`src/rtl/ccff_chain_loader.sv`:
```
// ccff_chain_loader: serialises bitstream words onto a config scan chain; define CCFF_READBACK_EN to capture ccff_tail as readback words
module ccff_chain_loader #(
  parameter int CHAIN_LEN = 65,
  parameter int WORD_W = 8
) (
  input  logic              prog_clk,
  input  logic              pResetn,
  input  logic              start,
  input  logic [WORD_W-1:0] s_data,
  input  logic              s_valid,
  output logic              s_ready,
  output logic              ccff_head,
  output logic              ccff_shift_en,
  input  logic              ccff_tail,
  output logic              busy,
  output logic              done
`ifdef CCFF_READBACK_EN
  ,
  output logic [WORD_W-1:0] rb_data,
  output logic              rb_valid
`endif
);
  localparam int NWORDS = (CHAIN_LEN + WORD_W - 1) / WORD_W;
  localparam int PAD = NWORDS * WORD_W - CHAIN_LEN;
  localparam int CW = $clog2(WORD_W + 1);
  localparam int BW = $clog2(CHAIN_LEN + 1);
  localparam int NW = $clog2(NWORDS + 1);
  typedef enum logic [1:0] {S_IDLE, S_LOAD, S_DONE} state_t;
  state_t state_q, state_d;
  logic [WORD_W-1:0] sh_q, sh_d;
  logic [CW-1:0] sh_cnt_q, sh_cnt_d;
  logic [BW-1:0] bits_left_q, bits_left_d;
  logic [NW-1:0] words_left_q, words_left_d;
  logic done_q, done_d;
  logic enter, shift, last, first, accept;
  assign enter = state_q != S_LOAD && start;
  assign shift = state_q == S_LOAD && sh_cnt_q != '0;
  assign last = shift && bits_left_q == BW'(1);
  assign first = words_left_q == NW'(NWORDS);
  assign s_ready = state_q == S_LOAD && words_left_q != '0 && (sh_cnt_q == '0 || (sh_cnt_q == CW'(1) && shift));
  assign accept = s_valid && s_ready;
  assign ccff_shift_en = shift;
  assign ccff_head = sh_q[WORD_W-1];
  assign busy = state_q == S_LOAD;
  assign done = done_q;
  // Next state: start launches a load from IDLE or DONE, the final chain capture ends it
  always_comb begin
    state_d = last ? S_DONE : enter ? S_LOAD : state_q;
    done_d = last ? 1'b1 : enter ? 1'b0 : done_q;
  end
  // Shift datapath: a word reloads the register as its last bit leaves, so streaming has no bubbles
  always_comb begin
    sh_d = sh_q;
    sh_cnt_d = sh_cnt_q;
    bits_left_d = bits_left_q;
    words_left_d = words_left_q;
    if (enter) begin
      sh_d = '0;
      sh_cnt_d = '0;
      bits_left_d = BW'(CHAIN_LEN);
      words_left_d = NW'(NWORDS);
    end else begin
      if (shift) begin
        sh_d = sh_q << 1;
        sh_cnt_d = sh_cnt_q - CW'(1);
        bits_left_d = bits_left_q - BW'(1);
      end
      if (accept) begin
        sh_d = first ? s_data << PAD : s_data;
        sh_cnt_d = first ? CW'(WORD_W - PAD) : CW'(WORD_W);
        words_left_d = words_left_q - NW'(1);
      end
    end
  end
  // State and datapath registers
  always_ff @(posedge prog_clk or negedge pResetn) begin
    if (!pResetn) begin
      state_q <= S_IDLE;
      sh_q <= '0;
      sh_cnt_q <= '0;
      bits_left_q <= '0;
      words_left_q <= '0;
      done_q <= 1'b0;
    end else begin
      state_q <= state_d;
      sh_q <= sh_d;
      sh_cnt_q <= sh_cnt_d;
      bits_left_q <= bits_left_d;
      words_left_q <= words_left_d;
      done_q <= done_d;
    end
  end
`ifdef CCFF_READBACK_EN
  logic [WORD_W-1:0] rb_sh_q, rb_sh_d, rb_data_q, rb_data_d;
  logic [CW-1:0] rb_cnt_q, rb_cnt_d;
  logic rb_valid_q, rb_valid_d, emit;
  assign rb_data = rb_data_q;
  assign rb_valid = rb_valid_q;
  // Readback: collect old chain bits; a full word or the final partial word is left-aligned and strobed
  always_comb begin
    rb_sh_d = rb_sh_q;
    rb_cnt_d = rb_cnt_q;
    rb_data_d = rb_data_q;
    rb_valid_d = 1'b0;
    emit = shift && (rb_cnt_q == CW'(WORD_W - 1) || last);
    if (enter) begin
      rb_sh_d = '0;
      rb_cnt_d = '0;
    end else if (shift) begin
      rb_sh_d = {rb_sh_q[WORD_W-2:0], ccff_tail};
      rb_cnt_d = emit ? '0 : rb_cnt_q + CW'(1);
      rb_data_d = emit ? rb_sh_d << (CW'(WORD_W - 1) - rb_cnt_q) : rb_data_q;
      rb_valid_d = emit;
    end
  end
  // Readback registers
  always_ff @(posedge prog_clk or negedge pResetn) begin
    if (!pResetn) begin
      rb_sh_q <= '0;
      rb_cnt_q <= '0;
      rb_data_q <= '0;
      rb_valid_q <= 1'b0;
    end else begin
      rb_sh_q <= rb_sh_d;
      rb_cnt_q <= rb_cnt_d;
      rb_data_q <= rb_data_d;
      rb_valid_q <= rb_valid_d;
    end
  end
`else
  logic unused_tail;
  assign unused_tail = ccff_tail;
`endif
endmodule

```
`config.mk`:
```
export PLATFORM = sky130hd
export DESIGN_NAME = ccff_chain_loader
export DESIGN_NICKNAME = d
export VERILOG_FILES = /design/src/rtl/ccff_chain_loader.sv
export SDC_FILE = /design/constraint.sdc
export NUM_CORES = 1
export LEC_CHECK = 0
export BUFFER_PORTS_ARGS = -buffer_cell sky130_fd_sc_hd__buf_2
export CAP_MARGIN = 10
export CORE_UTILIZATION = 42
export DETAILED_ROUTE_END_ITERATION = 7
export PLACE_DENSITY = 0.65
export SLEW_MARGIN = 20
export SYNTH_ARGS = -nofsm -noshare
export SYNTH_HDL_FRONTEND = slang
export SYNTH_SLANG_ARGS = --single-unit
```
`constraint.sdc`:
```
create_clock -name prog_clk -period 4.2 [get_ports prog_clk]
set_input_delay 0.84 -clock prog_clk [delete_from_list [all_inputs] [get_ports prog_clk]]
set_output_delay 0.84 -clock prog_clk [all_outputs]
set_load 0.02 [all_outputs]
```
==> Yosys cells after proc, flatten, opt, wreduce, memory -nomap -nowiden <==
Index checks and enable logic that the tools add are counted.
{ "classes": {"add_sub_neg": 3, "n_eq_ne": 5, "mux": 16, "n_reduce_logical": 15} }
{ "ops": {"columns": ["op", "n"], "rows": [
  ["8-bit 2-to-1 mux", 4],
  ["4-bit 2-to-1 mux", 6],
  ["7-bit 2-to-1 mux", 2],
  ["4-bit nonzero test", 2],
  ["4-bit by 1-bit subtractor with 4-bit output (second input constant)", 2],
  ["7-bit by 1-bit == test with 1-bit output (second input constant)", 1],
  ["1-bit logical AND", 7],
  ["7-bit by 1-bit subtractor with 7-bit output (second input constant)", 1],
  ["2-bit nonzero test", 3],
  ["4-bit by 1-bit == test with 1-bit output (second input constant)", 1],
  ["4-bit == test (second input constant)", 1],
  ["4-bit logical NOT", 1],
  ["2-bit 2-to-1 mux", 2],
  ["3-bit nonzero test", 1],
  ["2-bit by 1-bit == test with 1-bit output (second input constant)", 1],
  ["1-bit 2-to-1 mux", 2],
  ["2-bit by 1-bit != test with 1-bit output (second input constant)", 1],
  ["1-bit logical OR", 1]
]} }
{ "totals": {"ff_bits": 26, "in_bits": 13, "wordCells": 45} }

==> Depth between registers and ports, before layout <==
Gate-level depths: netlist of the first run.
{ "depth": {"ltp_word": 8, "ltp_mapped": 8, "depth_no_buf": 7} }

==> Worst setup path after synthesis of the first run <==
OpenSTA, ideal clock, no wires.
{ "synth_timing": {"path_kind": "register to output", "from": "reg sh_cnt_q[0]", "to": "out ccff_shift_en", "arrival_ps": 1406, "required_time_ps": 3360, "path_slack_ps": 1954, "stages_incl_launch_ff": 7, "path_buffers": 1, "cell_sequence": "dfrtp_1 -> inv_1 -> ha_1 -> nor3b_2 -> or2_4 -> inv_1 -> buf_2"} }
{ "synth_between": {"elab_chain_len": 2} }
{ "synth_rtl": {"columns": ["item", "line_no", "source"], "rows": [
  ["from (decl)", "31", "logic [CW-1:0] sh_cnt_q, sh_cnt_d;"],
  ["from (signal assigned)", "87", "sh_cnt_q <= sh_cnt_d;"],
  ["4-bit nonzero test", "37", "assign shift = state_q == S_LOAD && sh_cnt_q != '0;"],
  ["1-bit logical AND", "37", null],
  ["to (decl)", "13", "output logic ccff_shift_en,"]
]} }
Every way passes these cells.

==> Worst setup path in the final report of the first run <==
Ends and elaborated chain as after synthesis.

==> results of run 1 <==
worst max-delay path, cell delays in order, from the launching register on:
cell     delay [ps]
dfrtp_1         450
inv_1           100
ha_1            250
nor3b_2         390
or2_4           290
inv_1           200
buf_2           220
registers in the layout (all words and copies together) (netlist names):
signal,count
bits_left_q,7
sh_cnt_q,4
sh_q,8
state_q,2
words_left_q,4
area by class of cell:
class | instances | area [um^2] | share of cell area, %
well taps | 44 | 55.1 | 3.62
multi-input cells | 106 | 691 | 45.4
clock buffers | 4 | 26.3 | 1.73
flip-flops and latches | 25 | 626 | 41.1
inverters | 10 | 37.5 | 2.47
repair buffers | 17 | 87.6 | 5.75
metrics by stage:
stage               util (%)  worst slack (ps)  instance area (um^2)
global route            49.1               946                  1520
CTS                     49.1              1140                  1520
finish                  49.1              1140                  1520
detailed placement      48.2              1510                  1500
global placement        48.2              1580                  1500
floorplan                  -              1950                  1390
how the worst max path moves through the flow:
stage / start / endpoint / slack (ps) / depth (start not counted)
5_1_grt: sh_cnt_q[0] / ccff_shift_en / 950 / 6
3_3_place_gp: sh_cnt_q[0] / ccff_shift_en / 1580 / 6
4_1_cts: sh_cnt_q[0] / ccff_shift_en / 1140 / 6
2_1_floorplan: sh_cnt_q[0] / ccff_shift_en / 1950 / 6
3_5_place_dp: sh_cnt_q[0] / ccff_shift_en / 1510 / 6
6_report: sh_cnt_q[0] / ccff_shift_en / 1140 / 6
cells in the mapped netlist:
library cell | instances | area (um^2)
dfrtp_1 | 25 | 626
a21oi_1 | 15 | 75.1
nand2_1 | 11 | 41.3
nand3_1 | 11 | 55.1
inv_1 | 10 | 37.5
a31oi_1 | 8 | 50.1
o21ai_0 | 8 | 40.0
ha_1 | 7 | 87.6
nor2_1 | 6 | 22.5
buf_2 | 5 | 25.0
xnor2_1 | 5 | 43.8
nor3_1 | 4 | 20.0
nor4_1 | 4 | 25.0
and3b_1 | 2 | 17.5
mux2i_1 | 2 | 20.0
nand2b_1 | 2 | 12.5
nand3b_1 | 2 | 15.0
o2111a_1 | 2 | 22.5
or3_1 | 2 | 12.5
or4_1 | 2 | 15.0
or4b_1 | 2 | 20.0
and2_1 | 1 | 6.26
and3_1 | 1 | 6.26
buf_4 | 1 | 7.51
clkbuf_1 | 1 | 3.75
mux2_2 | 1 | 11.3
nor2b_1 | 1 | 6.26
nor3b_1 | 1 | 7.51
nor3b_2 | 1 | 12.5
o2111ai_1 | 1 | 8.76
o21a_1 | 1 | 7.51
or2_4 | 1 | 8.76
or3b_1 | 1 | 8.76
or4_4 | 1 | 11.3
report_power, final:
group | switching [uW] | internal, uW | total, uW | leakage, uW
logic | 299 | 228 | 527 | 0.000352
registers | 102 | 348 | 449 | 0.000303
clock network | 69.7 | 37.2 | 107 | 0.0000150
total | 470 | 613 | 1080 | 0.000670
layer usage:
metal	up-vias	wire, um	GRT usage [%]
li1	556	-	-
met1	564	1290	23.5
met2	24	1400	30.8
met3	4	98	1.97
met4	0	39	7.64
met5	-	0	0
logic make-up after synthesis:
| logic type | synth area share (%) |
|---|---|
| xor gates and xnor gates | 3.15 |
| AOI/OAI and AO/OA | 14.7 |
| muxes | 2.25 |
| adders and majority gates | 6.30 |
| and+or+nand+nor | 23.3 |
| buffers and inverters | 5.31 |
| DFF | 45.0 |
==> results.md, run 1 <==
* Status: finished clean
* Pwr dens at 711 mW/mm^2
* Clock transition at path regs at 130 ps
* Post-Synthesis Cells at between 100 and 150
* Total wire length at 2.83 mm
* Final Cycle Share at 72.8%
* Register area share after synthesis at 45.0%
* Post-CTS Resized at 0
* Final Hold Fails at 0
* Chip width at 59.5 um
* Gpl congestion at 0.754
* RSZ-0062 raised after global routing: no
* Non-Filler Instances at between 200 and 250
* Initial antenna violation count at 0
* Worst Clk Skew at between 1.5 and 2 ps
* Yosys reg bits at 25
* DR vias at 1,148
* # setup viols final at 0
* Clock tree from TritonCTS: built
* Crit-path max FO at 14
* Most frequent cells in the layout: dfrtp_1 (25), buf_2 (16), a21oi_1 (15)
* Fin crit period at 3060 ps
* YS warnings at 0
* Root Buffer: clkbuf_4
* I/O pin cnt at 18
* CORE AREA at 0.00310 mm^2
* Vias/cell at 5.57
* Worst-case clock buffer depth at 2
* Setup TNS at 0 ps
* Total grt overflow at 0
* H-tree depth at 1
* Post-synth net total at 168
* Layout cells sized above 1 at 14.8%
* Clk_lat worst skew at 310 ps
* Crit path kind: register to primary output
* Maxcap violations at 0
* First-pass GRT wire length at 4.82 mm
* Number of core rows at 20
* Gr usage total at ~18%
* Worst r2r dst: bits_left_q[0]
* Worst-Margin Slew at 561 ps
* CTS buffer count at 3
* Synth-to-layout area growth at 9.54%
* Wirelength per Cell at 13.7 um
* ANT nets after route at 0
* P_leak at roughly 0.00067 uW
* CTS Hold Bufs at 0
* Worst Path Required at about 3400 ps
* Post-Syn Area at 0.00139 mm^2
* Fillcell total at 308
* CTS Sinks at 25
* Worst r2r src: sh_cnt_q[0]
* Largest net degree at the start of global routing at 26
* Worst slew margin at 62.6%
* Synth cell types at 34
* Max IR drop VDD at 255 uV
* Design Power at 1080 uW
* Buffers added on ports at 16
* Number of cells on the worst reg-to-reg path at 7
* Worst setup EP type: primary output
* Avg Cell Area, Syn at 9.39 um^2
* Slew Limit Fails at 0
* Post-route DRC at 0
* Post-CTS Setup Bufs at 0
* Worst setup SP type: register
* WP data arrival at 2220 ps
* Most common cell after layout, fill and taps aside: dfrtp_1
* N_diodes at 0
* DPL Wire Length at 2.05 mm
* DIE HEIGHT at a little under 60 um
* Hold Crit Class: input pin to async pin
* Hold WS at 493 ps
* Die footprint at ~0.0035 mm^2
* Drt initial violations at 35
* Starting Density at between 40% and 50%
* Fmax at ~0.33 GHz
* Vias in the first global route at 1,091
* Cells after DPL at 202
* Nets at about 180
* R2R Setup Slk at between 2000 and 2500 ps
* Drt first pass iters at 4
No activity file was read; power rests on OpenSTA's default activity.
==> inputs of run 2 (changes only) <==
- PLACE_DENSITY: 0.65 -> 0.67
- clock period: 4.2 -> 2.8 ns (I/O delays scaled with it)
==> run 2 against run 1 <==
Non-clock buffer count increased by 4. Sequential share of layout area decreased by 1.1 points. First-iteration DRC count increased by 51%. Clock-buffer cell count decreased by 1. Global-route usage increased by 0.88 points. Final cell count increased by 1.9%. Sequential power increased by 51%. Cell area increased by 2.7%. Critical endpoint unchanged. Largest power group unchanged.
==> results.md, run 2 (synthesis gave the netlist of run 1 again) <==
* Total grt overflow at 0 (unchanged)
* Layout cells sized above 1 at 18.1% (+3.3 points)
* Maxcap violations at 0 (unchanged)
* Drt initial violations at 53 (+51%)
* Chip width at 59.5 um (unchanged)
* Pwr dens at 1080 mW/mm^2 (+52%)
* Max reg flops at 8 (unchanged)
* Post-route cell area at 0.00156 mm^2 (+2.7%)
* Clock tree from TritonCTS: built
* Gpl congestion at 0.845 (+12%)
* Largest net degree at the start of global routing at 26 (unchanged)
* Number of core rows at 20 (unchanged)
* Biggest register: sh_q
* I/O pin cnt at 18 (unchanged)
* Vias/cell at 5.60 (+0.57%)
* RSZ-0062 raised after global routing: no
* H-tree depth at 1 (unchanged)
* Wirelength per Cell at 13.9 um (+0.87%)
* Root Buffer: clkbuf_4
* Worst r2r src: sh_cnt_q[0]
* Clock transition at path regs at 140 ps (about the same)
* Crit-path max FO at 14 (unchanged)
* Reg area at 626 um^2 (unchanged)
* Die footprint at 0.00354 mm^2 (unchanged)
* Most frequent cells in the layout: dfrtp_1 (25), buf_2 (16), a21oi_1 (15)
* Most common cell after layout, fill and taps aside: dfrtp_1
* CTS buffer count at 3 (unchanged)
* Worst setup EP type: primary output
* Slew Limit Fails at 0 (unchanged)
* First-pass GRT wire length at 5.06 mm (+4.9%)
* Clk_lat worst skew at 310 ps (about the same)
* Multi-input combinational cell area at 697 um^2 (+0.91%)
* Total wire length at 2.91 mm (+2.8%)
* Buffers added on ports at 16 (unchanged)
* Synth-to-layout area growth at 12.5%
* Post-route DRC at 0 (unchanged)
* Hold Crit Class: input pin to async pin
* WP data arrival at 1960 ps (-260 ps)
* Final Hold Fails at 0 (unchanged)
* Fmax at a little under 0.4 GHz
* Fillcell total at 313 (+1.6%)
* N_diodes at 0 (unchanged)
* Worst slew margin at 61.8% (-0.83 points)
* Critical path launch point: sh_cnt_q[0]
* CORE AREA at 0.00310 mm^2 (unchanged)
* Worst setup SP type: register
* Worst-case clock buffer depth at 2 (unchanged)
* Setup TNS at 0 ps (unchanged)
* Vias in the first global route at 1,111 (+1.8%)
* DPL Wire Length at 2.09 mm (+1.9%)
* # setup viols final at 0 (unchanged)
* Final Cycle Share at between 80% and 90%
* Initial antenna violation count at 0 (unchanged)
* Nets at 187 (+2.2%)
* DR vias at 1,177 (+2.5%)
* Worst Path Required at 2240 ps (-1120 ps)
* Status: finished clean
* P_leak at 0.000691 uW (+3.2%)
* ANT nets after route at 0 (unchanged)
* Crit path kind: register to primary output
* Max IR drop VDD at 426 uV (+67%)
* R2R Setup Slk at 780 ps (-1340 ps)
* Biggest regs: sh_q (8), bits_left_q (7)
* CTS Sinks at 25 (unchanged)
* Worst-Margin Slew at 572 ps (+11.1 ps)
* Worst Clk Skew at 4.21 ps (+2.40 ps)
* Gr usage total at 19.0% (+0.88 points)
* Area after DPL at 0.00150 mm^2 (unchanged)
* Fin crit period at 2520 ps
* Drt first pass iters at 4 (unchanged)
* Starting Density at 44.8% (unchanged)
* DIE HEIGHT at 59.5 um (unchanged)
## run 2: cell count changes in the layout (fill, tap and decap cells not counted), sizes merged
| cell | previous run | this run |
|---|---|---|
| buf | 17 | 21 |
| clkbuf | 4 | 3 |
| clkinv | 0 | 1 |
| clkinvlp | 0 | 1 |
| inv | 10 | 9 |
## run 2: area by class of cell
| class | count | share of cell area (%) |
|---|---|---|
| inverters | 10 | 2.64 |
| flip-flops and latches | 25 | 40.0 |
| well taps | 44 | 3.52 |
| clock buffers | 3 | 1.44 |
| repair buffers | 21 | 7.52 |
| multi-input cells | 106 | 44.6 |
| clock inverters | 1 | 0.320 |
## run 2: worst max-delay path, cell delays in order, from the launching register on
cell,delay (ps)
dfrtp_1,460
inv_1,100
ha_1,260
nor3b_4,250
or2_4,260
clkinvlp_4,150
buf_2,170
## run 2: per-stage QoR
stage	std cells	power, uW	hold slack (ps)	setup slack [ps]	utilization (%)
after floorplan	148	1280	264	834	-
after global placement	202	1430	506	486	48.2
after detailed placement	202	1480	515	414	48.2
after CTS	206	1650	223	41.4	49.1
after global routing	210	1850	225	127	50.4
final	210	1690	203	281	50.4
## run 2: worst paths after layout
check / to / cells after the start
max reg2reg: state_q[0] / 6
min in group prog_clk: state_q[1] / 2
max: ccff_shift_en / 6
min reg2reg: bits_left_q[6] / 2
max in group asynchronous: words_left_q[2] / 1
min: state_q[1] / 1
## run 2: repair_timing
item | in CTS | in global routing
hold buffers | 0 | 0
setup endpoints to repair | 0 | 1
gates resized for setup | 0 | 2
setup buffers | 0 | 4
## run 2: report_power, final
group	total (uW)	internal, uW	leakage (uW)	switching, uW
Combinational	853	385	0.000371	468
Sequential	680	521	0.000303	159
Clock	160	53.4	0.0000177	106
## run 2: per-layer routing
layer	vias up	GRT usage (%)	wire (um)
li1	567	-	-
met1	583	25.4	1390
met2	23	31.5	1400
met3	4	1.97	82
met4	0	7.97	37
met5	-	0	0
